--- config.mk ---
export PLATFORM = sky130hd
export DESIGN_NAME = time_set_ctrl
export DESIGN_NICKNAME = d
export VERILOG_FILES = /design/src/rtl/time_set_ctrl.sv
export SDC_FILE = /design/constraint.sdc
export NUM_CORES = 1
export LEC_CHECK = 0
export ABC_AREA = 1
export ABC_CLOCK_PERIOD_IN_PS = 2000
export CAP_MARGIN = 20
export CORE_MARGIN = 3
export CORE_UTILIZATION = 45
export CTS_CLUSTER_SIZE = 24
export DETAILED_ROUTE_END_ITERATION = 16
export HOLD_SLACK_MARGIN = 0.03
export PLACE_DENSITY = 0.69
export SLEW_MARGIN = 40
export SYNTH_ARGS = -nofsm -noshare
export SYNTH_HDL_FRONTEND = slang
export SYNTH_SLANG_ARGS = --single-unit
--- constraint.sdc ---
create_clock -name i_clk -period 2 [get_ports i_clk]
set_clock_uncertainty 0.05 [all_clocks]
set_input_delay 0.2 -clock i_clk [delete_from_list [all_inputs] [get_ports i_clk]]
set_output_delay 0.2 -clock i_clk [all_outputs]
set_load 0.01 [all_outputs]
--- src/rtl/time_set_ctrl.sv ---
// time_set_ctrl: turns debounced hour/minute set buttons into single-cycle
// increment strobes, with hold-then-auto-repeat, and gates the 1 Hz tick
// while a set is in progress.
module time_set_ctrl #(
  parameter int unsigned HOLD_TICKS = 2,
  parameter int unsigned CNT_WIDTH  = 3
) (
  input  logic i_clk,
  input  logic i_reset,
  input  logic i_set_hours_db,
  input  logic i_set_minutes_db,
  input  logic i_fast_set_db,
  input  logic i_slow_set_stb,
  input  logic i_fast_set_stb,
  input  logic i_1hz_stb,
  output logic o_hours_inc_stb,
  output logic o_minutes_inc_stb,
  output logic o_sec_clr_stb,
  output logic o_1hz_stb,
  output logic o_setting
);

  typedef enum logic [1:0] {
    ST_IDLE    = 2'd0,
    ST_HOLD    = 2'd1,
    ST_REPEAT  = 2'd2,
    ST_LOCKOUT = 2'd3
  } state_e;

  typedef enum logic {
    TGT_HOURS   = 1'b0,
    TGT_MINUTES = 1'b1
  } target_e;

  localparam logic [CNT_WIDTH-1:0] HOLD_MAX  = CNT_WIDTH'(HOLD_TICKS);
  localparam logic [CNT_WIDTH-1:0] HOLD_LAST = CNT_WIDTH'(HOLD_TICKS - 1);

  state_e                 state_q, state_d;
  target_e                target_q, target_d;
  logic [CNT_WIDTH-1:0]   hold_cnt_q, hold_cnt_d;
  logic                   hrs_q, min_q;
  logic                   rise_h, rise_m;
  logic                   tgt_btn, other_btn, rate_stb;
  logic                   hours_inc_d, minutes_inc_d;
  logic                   hz_d, setting_d;

  // State, edge-detect history and registered outputs
  always_ff @(posedge i_clk) begin
    if (i_reset) begin
      state_q           <= ST_IDLE;
      target_q          <= TGT_HOURS;
      hold_cnt_q        <= '0;
      hrs_q             <= 1'b1;
      min_q             <= 1'b1;
      o_hours_inc_stb   <= 1'b0;
      o_minutes_inc_stb <= 1'b0;
      o_sec_clr_stb     <= 1'b0;
      o_1hz_stb         <= 1'b0;
      o_setting         <= 1'b0;
    end else begin
      state_q           <= state_d;
      target_q          <= target_d;
      hold_cnt_q        <= hold_cnt_d;
      hrs_q             <= i_set_hours_db;
      min_q             <= i_set_minutes_db;
      o_hours_inc_stb   <= hours_inc_d;
      o_minutes_inc_stb <= minutes_inc_d;
      o_sec_clr_stb     <= minutes_inc_d;
      o_1hz_stb         <= hz_d;
      o_setting         <= setting_d;
    end
  end

  // Next-state and next-output decode; release beats lockout beats strobes
  always_comb begin
    state_d       = state_q;
    target_d      = target_q;
    hold_cnt_d    = hold_cnt_q;
    hours_inc_d   = 1'b0;
    minutes_inc_d = 1'b0;

    rise_h    = i_set_hours_db & ~hrs_q;
    rise_m    = i_set_minutes_db & ~min_q;
    tgt_btn   = (target_q == TGT_HOURS) ? i_set_hours_db : i_set_minutes_db;
    other_btn = (target_q == TGT_HOURS) ? i_set_minutes_db : i_set_hours_db;
    rate_stb  = i_fast_set_db ? i_fast_set_stb : i_slow_set_stb;

    case (state_q)
      ST_IDLE: begin
        if ((rise_h | rise_m) & i_set_hours_db & i_set_minutes_db) begin
          state_d = ST_LOCKOUT;
        end else if (rise_h) begin
          target_d    = TGT_HOURS;
          hours_inc_d = 1'b1;
          hold_cnt_d  = '0;
          state_d     = ST_HOLD;
        end else if (rise_m) begin
          target_d      = TGT_MINUTES;
          minutes_inc_d = 1'b1;
          hold_cnt_d    = '0;
          state_d       = ST_HOLD;
        end
      end
      ST_HOLD: begin
        if (!tgt_btn) begin
          state_d = ST_IDLE;
        end else if (other_btn) begin
          state_d = ST_LOCKOUT;
        end else if (i_slow_set_stb) begin
          if (hold_cnt_q != HOLD_MAX) hold_cnt_d = hold_cnt_q + CNT_WIDTH'(1);
          if (hold_cnt_q >= HOLD_LAST) state_d = ST_REPEAT;
        end
      end
      ST_REPEAT: begin
        if (!tgt_btn) begin
          state_d = ST_IDLE;
        end else if (other_btn) begin
          state_d = ST_LOCKOUT;
        end else if (rate_stb) begin
          hours_inc_d   = (target_q == TGT_HOURS);
          minutes_inc_d = (target_q == TGT_MINUTES);
        end
      end
      ST_LOCKOUT: begin
        if (!i_set_hours_db && !i_set_minutes_db) state_d = ST_IDLE;
      end
      default: state_d = ST_IDLE;
    endcase

    hz_d      = i_1hz_stb & ((state_q == ST_IDLE) | (state_q == ST_LOCKOUT));
    setting_d = (state_d == ST_HOLD) | (state_d == ST_REPEAT);
  end

endmodule

==> reports/results.ini, run 1 <==
[clock_network]
cts_buffers = 3
ctsResizeCount = 0
clk_latency_ns = 0.27
cts.reportedPaths.clkPinSlew_ns = 0.07
cts_tree = built
cts_hold_buffers = 0
clk_path_buf_depth = 2
htreeDepth = 1
clock-sinks = 12
root_buffer = clkbuf_4
post_cts_buffers = 0

[worst_setup_path]
crit_required_ns = 2.12
crit_type = flip-flop to flip-flop
cp-start-kind = flip-flop
worstPathMaxFanout = 6
cp-end-kind = flip-flop
crit_arrival_ns = 1.69

[finish]
design_area_sq_um = 910
syn2layout_area_growth_pct = 19.2
instances_no_fill = 139
drive_gt1_share_pct = 10.6
layout.nets = 140
antenna_cells = 0

[synthesis]
synth.avg_cell_area_sq_um = 6.88
synthesis.nets = 126
synth-main-ff-cell = dfxtp_1
synth_top_area_share_pct = 31.5
synth_top_area_cell = dfxtp_1
synth-seq-area-share_pct = 31.5
synth_common_cells = 28 x nand2_1, 18 x nor2_1, 13 x inv_1
synth_edf_count = 0
yosysMostFrequentCell = nand2_1
syn_inst = 111
synthXorXnorAreaFrac_pct = 1.15
ys_ff_latch = 12
netlist_area_sq_um = 763
synth_compound_area_share_pct = 10.7
ys_warn_count = 0
synthSimpleGateAreaFrac_pct = 34.8
muxShareOfSynthArea_pct = 1.48
synthTopCellsByArea = dfxtp_1 31%, nand2_1 14%, ha_1 11%
synth_top_family_by_area = simple AND/OR/NAND/NOR gates
synth_cell_types = 24
synthAdderAreaFrac_pct = 11.5
async_flop_share_pct = 0

[place]
post-dp-hpwl_mm = 1.15
placedCellCount = 136
place_area_sq_um = 887
place_congestion = 0.758
port_buffers = 12

[sta]
hold_viol_final = 0
worst_slew_pin_slew_ns = 0.350
fin_tns_setup_ns = 0
fmax_ghz = 0.636
slew_violations = 0
finalCriticalPeriod_ns = 1.57
setup_viol = 0
rsz0062_at_grt = no
timing.slew.headroom_pct = 76.6
fin_crit_sh_pct = 78.6

[detailed_routing]
first_pass_iters = 4
viasPerCell = 5.01
vias = 697
first_iter_violations = 11
wire_per_inst_um = 10.6
wl_mm = 1.47
ant_nets = 0
drc = 0

[floorplanning]
fp-row-count = 14
coreArea_sq_mm = 0.00156
dieArea_sq_mm = 0.00223
die-width_um = 47.2
start_util_pct = 49.0
ios = 13
die_h_um = 47.2

[global_route]
gr-usage-met2_pct = 26.0
met3_usage_pct = 7.28
grt_usage_pct = 17.0
grt_max_degree = 11
overflow = 0
grt_pass1_vias = 647
antenna_found_initial = 0
top_usage_layer = met2
grt_pass1_wl_mm = 2.60
use_met1_pct = 20.2

[power_and_ir_drop]
ir_drop_mv = 0.559
comb_power_share_pct = 47.5
switching_share_pct = 41.0
powerDensity_mw_per_mm2 = 968
p_int_mw = 0.519
seqPwrFrac_pct = 35.7
switching_power_mw = 0.361
clockPowerShare_pct = 16.9
p_leak_nw = 0.409

[worst_hold_path]
hold_class = primary input to flip-flop

[run_status]
outcome = finished, final reports clean

[run]
cap_violations = 0

==> power by group through the flow <==
stage          clock [mW]  sequential (mW)  combinational (mW)
2_1_floorplan           0            0.321               0.307
3_5_place_dp            0            0.320               0.417
4_1_cts             0.155            0.314               0.419
5_1_grt             0.162            0.322               0.480
6_report            0.148            0.314               0.418
3_3_place_gp            0            0.320               0.409
==> cell families (layout without fill, tap and decap cells) <==
| kind of cell | count (synthesis) | in the layout |
|---|---|---|
| DFF | 12 | 12 |
| xor gates and xnor gates | 1 | 1 |
| AOI/OAI and AO/OA | 11 | 11 |
| and+or+nand+nor | 62 | 62 |
| adders and majority gates | 7 | 7 |
| buffers and inverters | 17 | 29 |
| muxes | 1 | 1 |
==> cell usage in the layout, fill, tap and decap left out, types with 2 or more instances in the layout <==
master,netlist,layout
nand2_1,28,28
nor2_1,18,18
inv_1,13,13
dfxtp_1,12,12
clkdlybuf4s50_1,0,12
nand3_1,9,9
ha_1,7,7
a21oi_1,5,5
clkbuf_4,0,3
o21ai_2,2,2
or2_2,2,2
==> flip-flops by register name, summed over array words and instances (netlist names) <==
signal and count:
o_1hz_stb 1, o_hours_inc_stb 1, min_q 1, state_q 2
o_setting 1, hrs_q 1, o_sec_clr_stb 1, target_q 1
hold_cnt_q 3
==> worst max-delay path, cell delays in order (launching register included) <==
cell     delay (ns)
dfxtp_1        0.39
inv_1          0.10
ha_1           0.20
inv_1          0.16
nand2_1        0.10
nand2_1        0.07
nand2_1        0.04
nand2_1        0.06
nand2_1        0.04
nand2_1        0.10
nand2_1        0.06
nand2_1        0.06
nor2_1         0.04
==> path summary, 6_finish.rpt <==
| kind | slack (ns) | to | startpoint | cells after the start |
|---|---|---|---|---|
| setup / recovery | 0.43 | o_setting | state_q[1] | 12 |
| hold / removal | 0.40 | o_1hz_stb | i_1hz_stb | 3 |
| setup reg to reg | 0.43 | o_setting | state_q[1] | 12 |
| hold reg to reg | 0.46 | o_sec_clr_stb | min_q | 3 |
==> cell type report <==
class                   instances  area, sq um
clock buffers                   3         22.5
fillers                       160          649
inverters                      14         52.6
multi-input cells              82          454
flip-flops and latches         12          240
well taps                      16         20.0
repair buffers                 12          120
==> per-stage QoR <==
step	hold slack [ns]	utilization [%]	total power, mW	worst slack (ns)
CTS	0.402	58.3	0.888	0.422
finish	0.404	58.3	0.880	0.427
global route	0.406	58.3	0.963	0.199
floorplan	0.263	-	0.628	0.608
detailed placement	0.453	56.9	0.737	0.205
global placement	0.452	56.9	0.729	0.228
==> metal layers <==
layer,up-vias,part of all wire (%),wire [um]
met2,12,43,634
li1,373,-,-
met5,-,0,0
met1,307,50,731
met4,0,2.1,31
met3,5,5.0,74
Power figures use the tool's default switching activity.
==> inputs of run 2 (changes only) <==
Settings changed: ABC_CLOCK_PERIOD_IN_PS 2000 to 1410, PLACE_DENSITY 0.69 to 0.72.
Clock period 2 ns to 1.41 ns, I/O delays scaled along.
==> reports/results.ini, run 2 (synthesis gave the netlist of run 1 again) <==
[run_status]
outcome = finished, final reports clean

[floorplanning]
dieArea_sq_mm = 0.00223  ; unchanged
coreArea_sq_mm = 0.00156  ; unchanged
ios = 13  ; unchanged
fp-row-count = 14  ; unchanged
start_util_pct = 49.0  ; unchanged
die-width_um = 47.2  ; unchanged
die_h_um = 47.2  ; unchanged

[finish]
layout.nets = 160  ; +14%
largest_reg_flops = 3  ; unchanged
instances_no_fill = 160  ; +15%
seqCellArea_sq_um = 249  ; +3.6%
multiInputGateArea_sq_um = 568  ; +25%
drive_gt1_share_pct = 43.8  ; +33 points
top_regs = hold_cnt_q: 3 flops, state_q: 2 flops
antenna_cells = 0  ; unchanged
regMostFlops = hold_cnt_q
final_common_cell = nand2_1
design_area_sq_mm = 0.00121  ; +34%
syn2layout_area_growth_pct = 59.2
fillers = 97  ; -39%
final_cell_mix = 24 x nand2_1, 17 x buf_4, 12 x nor2_1

[clock_network]
cts.reportedPaths.clkPinSlew_ns = 0.08  ; about the same
clk_path_buf_depth = 2  ; unchanged
clock-sinks = 12  ; unchanged
clk_latency_ns = 0.28  ; about the same
cts_tree = built
cts_buffers = 3  ; unchanged
htreeDepth = 1  ; unchanged
cts_hold_buffers = 0  ; unchanged
root_buffer = clkbuf_4

[worst_setup_path]
r2r_cells = 10  ; -2
crit_required_ns = 1.53  ; -0.59 ns
crit_chain = inv_2 > ha_2 > nor2_1 > nand2_1 > nand2_1 > nor2_2 > nor2_2 > nor2_2 > buf_4 > nor2_2
crit_arrival_ns = 1.52  ; -0.17 ns
worstPathMaxFanout = 3  ; -3
max_stage_delay_ns = 0.34  ; -0.05 ns
crit_type = flip-flop to flip-flop
cp-start-kind = flip-flop
crit_slowest_cell = dfxtp_2
cp-end-kind = flip-flop
path_common_cell = nor2_2

[place]
pre_cts_ws_ns = -0.234  ; -0.439 ns
placedCellCount = 153  ; +13%
place_congestion = 0.830  ; +9.5%
post-dp-hpwl_mm = 1.39  ; +21%
port_buffers = 12  ; unchanged
place_area_sq_mm = 0.00101  ; +14%

[detailed_routing]
vias = 807  ; +16%
drc = 0  ; unchanged
first_pass_iters = 4  ; unchanged
first_iter_violations = 8  ; -3
viasPerCell = 5.04  ; +0.59%
ant_nets = 0  ; unchanged
drt-met1-wl_um = 849  ; +16%
met2WireLength_mm = 1.01  ; +59%
routed.top_layer = met4
wire_per_inst_um = 12.4  ; +17%
wl_mm = 1.99  ; +35%
met3WireLength_um = 103  ; +39%

[sta]
rsz0062_at_grt = yes
hold_viol_final = 0  ; unchanged
fin_ws_ns = 0.00632  ; -0.421 ns
worst_slew_pin_slew_ns = 0.285  ; -0.0654 ns
finalCriticalPeriod_ns = 1.40  ; -0.169 ns
slew_violations = 0  ; unchanged
fmax_ghz = 0.712  ; +12%
fin_crit_sh_pct = 99.6  ; +21 points
setup_viol = 0  ; unchanged
timing.slew.headroom_pct = 81.0  ; +4.4 points

[worst_hold_path]
hold_depth = 4  ; +1
hold_class = primary input to flip-flop

[run]
cap_violations = 0  ; unchanged

[global_route]
grt_pass1_wl_mm = 2.90  ; +12%
grt_max_degree = 9  ; -2
grt_pass1_vias = 691  ; +6.8%
antenna_found_initial = 0  ; unchanged
overflow = 0  ; unchanged
grt_usage_pct = 18.5  ; +1.5 points

[power_and_ir_drop]
power_mw = 1.86  ; +110%
powerDensity_mw_per_mm2 = 1530  ; +59%
p_leak_nw = 0.536  ; +31%
ir_drop_mv = 1.27  ; +130%

## run 2: cell count changes in the layout (fill, tap and decap cells not counted), sizes merged
cell / before / now
dlymetal6s2s: 0 / 2
buf: 0 / 20
clkdlybuf4s50: 12 / 10
clkbuf: 3 / 4
## run 2: power breakdown
group / total (mW) / internal (mW) / switching (mW)
clock: 0.278 / 0.157 / 0.121
combinational: 1.12 / 0.563 / 0.552
sequential: 0.471 / 0.413 / 0.0577
## run 2: final cells by class
| cell class | instances | share of cell area (%) |
|---|---|---|
| multi-input cells | 82 | 46.8 |
| repair buffers | 32 | 23.6 |
| flip-flops and latches | 12 | 20.5 |
| inverters | 14 | 4.53 |
| clock buffers | 4 | 2.99 |
| well taps | 16 | 1.65 |
## run 2: per-layer routing
layer,vias to the layer above,GRT usage (%)
met3,4,6.90
met4,0,3.31
met1,364,23.3
met5,-,0
met2,18,30.4
li1,421,-
## run 2: worst max-delay path, delay by kind of cell, from the launching register on
| family | cells | cell delay, ns |
|---|---|---|
| flops | 1 | 0.34 |
| simple gates | 7 | 0.55 |
| fa+ha+maj | 1 | 0.15 |
| buf+inv | 2 | 0.20 |
## run 2: timing repair
action,CTS,global route
setup buffers,0,3
resized for setup,8,35
pin swaps,0,13
endpoints found under the setup margin,4,8
endpoints found under the hold margin,0,0
gates cloned,0,0
## run 2: worst paths after layout
check / slack [ns] / to / start
min reg2reg: 0.47 / o_sec_clr_stb / min_q
max: 0.006 / state_q[0] / hold_cnt_q[1]
min: 0.30 / hrs_q / i_set_hours_db
max reg2reg: 0.006 / state_q[0] / hold_cnt_q[1]
## run 2: per-stage QoR
step / setup TNS (ns) / hold WS [ns] / util, %
floorplan: 0 / 0.204 / -
global placement: -1.12 / 0.454 / 65.1
detailed placement: -1.41 / 0.453 / 65.1
CTS: 0 / 0.324 / 69.2
global route: -0.374 / 0.314 / 77.9
finish: 0 / 0.296 / 77.9
==> inputs of run 3 (changes only) <==
Settings changed: MAX_ROUTING_LAYER from default to met4.
==> reports/results.ini, run 3 (synthesis gave the netlist of run 1 again) <==
[clock_network]
clk_latency_ns = 0.28  ; about the same
cts_buffers = 3  ; unchanged
cts_hold_buffers = 0  ; unchanged
htreeDepth = 1  ; unchanged
cts.reportedPaths.clkPinSlew_ns = 0.08  ; about the same
root_buffer = clkbuf_4
clock-sinks = 12  ; unchanged
cts_tree = built
clk_path_buf_depth = 2  ; unchanged

[finish]
syn2layout_area_growth_pct = 59.2  ; unchanged
final_common_cell = nand2_1
final_cell_mix = 24 x nand2_1, 17 x buf_4, 12 x nor2_1
instances_no_fill = 160  ; unchanged
top_regs = hold_cnt_q: 3 flops, state_q: 2 flops
layout.nets = 160  ; unchanged
drive_gt1_share_pct = 43.8  ; unchanged
antenna_cells = 0  ; unchanged
largest_reg_flops = 3  ; unchanged
regMostFlops = hold_cnt_q

[worst_setup_path]
r2r_cells = 10  ; unchanged
startpoint = hold_cnt_q[1]
r2r_end = state_q[0]
worstPathMaxFanout = 3  ; unchanged
crit_arrival_ns = 1.52  ; about the same
cp-end-kind = flip-flop
cp-start-kind = flip-flop
r2r_setup_slack_ns = 0.005  ; about the same
endpoint = state_q[0]
crit_required_ns = 1.52  ; about the same
r2r-start = hold_cnt_q[1]
crit_type = flip-flop to flip-flop

[power_and_ir_drop]
ir_drop_mv = 1.27  ; +0.14%
p_leak_nw = 0.536  ; unchanged
powerDensity_mw_per_mm2 = 1530  ; about the same

[floorplanning]
dieArea_sq_mm = 0.00223  ; unchanged
start_util_pct = 49.0  ; unchanged
die_h_um = 47.2  ; unchanged
coreArea_sq_mm = 0.00156  ; unchanged
die-width_um = 47.2  ; unchanged
fp-row-count = 14  ; unchanged
ios = 13  ; unchanged

[detailed_routing]
wl_mm = 2.01  ; +0.85%
ant_nets = 0  ; unchanged
first_iter_violations = 8  ; unchanged
vias = 822  ; +1.9%
first_pass_iters = 5  ; +1
wire_per_inst_um = 12.5  ; +0.85%
drc = 0  ; unchanged
viasPerCell = 5.14  ; +1.9%

[global_route]
antenna_found_initial = 0  ; unchanged
grt_pass1_wl_mm = 2.90  ; unchanged
grt_pass1_vias = 692  ; +0.14%
overflow = 0  ; unchanged
grt_max_degree = 9  ; unchanged
grt_usage_pct = 19.1  ; +0.59 points

[worst_hold_path]
hold_class = primary input to flip-flop
hold_start = i_set_hours_db

[sta]
hold_viol_final = 0  ; unchanged
finalCriticalPeriod_ns = 1.41  ; +0.00178 ns
slew_violations = 0  ; unchanged
hold_ws_ns = 0.294  ; -0.00169 ns
fin_crit_sh_pct = 99.7  ; +0.13 points
worst_slew_pin_slew_ns = 0.281  ; -0.00402 ns
timing.slew.headroom_pct = 81.3  ; +0.27 points
setup_viol = 0  ; unchanged
fmax_ghz = 0.712  ; -0.13%
rsz0062_at_grt = yes

[place]
place_congestion = 0.842  ; +1.5%
placedCellCount = 153  ; unchanged
post-dp-hpwl_mm = 1.39  ; unchanged
port_buffers = 12  ; unchanged

[run_status]
outcome = finished, final reports clean

[run]
cap_violations = 0  ; unchanged

==> run 3: cell counts in the layout (fill, tap and decap cells not counted) <==
No cell type changed its count.
==> run 3: worst min path at each step <==
| stage | to | slack [ns] | cells past startpoint |
|---|---|---|---|
| floorplan | hrs_q | 0.20 | 2 |
| global placement | o_sec_clr_stb | 0.45 | 3 |
| detailed placement | o_sec_clr_stb | 0.45 | 3 |
| CTS | o_1hz_stb | 0.32 | 3 |
| global route | hrs_q | 0.31 | 4 |
| finish | hrs_q | 0.29 | 4 |
==> run 3: what timing repair did <==
item | 4_1_cts | 5_1_grt
buffers inserted | 0 | 3
setup endpoints to repair | 4 | 8
pin swaps | 0 | 13
gates resized for setup | 8 | 35
==> run 3: worst max-delay path, cell delays in order (launching register included) <==
cell     delay [ns]
dfxtp_2        0.34
inv_2          0.06
ha_2           0.15
nor2_1         0.03
nand2_1        0.10
nand2_1        0.07
nor2_2         0.12
nor2_2         0.05
nor2_2         0.15
buf_4          0.14
nor2_2         0.03
==> run 3: routing by layer <==
layer,vias up,track usage (%),wire length (um)
met5,-,-,0
met4,0,3.31,55
met3,10,6.90,120
met2,29,30.4,991
met1,362,23.3,840
li1,421,-,-
==> run 3: cell type report <==
type                       instances  area [sq um]
tap                               16          20.0
fill                              97           344
sequential                        12           249
timing repair buffer              32           287
inverter                          14          55.1
clock buffer                       4          36.3
multi-input combinational         82           568
==> run 3: through the flow <==
step | setup TNS, ns | power, mW | setup slack [ns] | cell area, sq um | utilization, %
after CTS | 0 | 1.59 | 0.0112 | 1080 | 69.2
final | 0 | 1.86 | 0.00455 | 1210 | 77.9
after floorplan | 0 | 0.891 | 0.0179 | 763 | -
after global placement | -1.12 | 1.23 | -0.188 | 1010 | 65.1
after detailed placement | -1.41 | 1.25 | -0.234 | 1010 | 65.1
after global routing | -0.374 | 2.01 | -0.0842 | 1210 | 77.9
==> run 3: where the power goes <==
part           switching [mW]  internal (mW)
registers              0.0577          0.413
logic                   0.552          0.563
clock network           0.120          0.157
total                   0.730           1.13
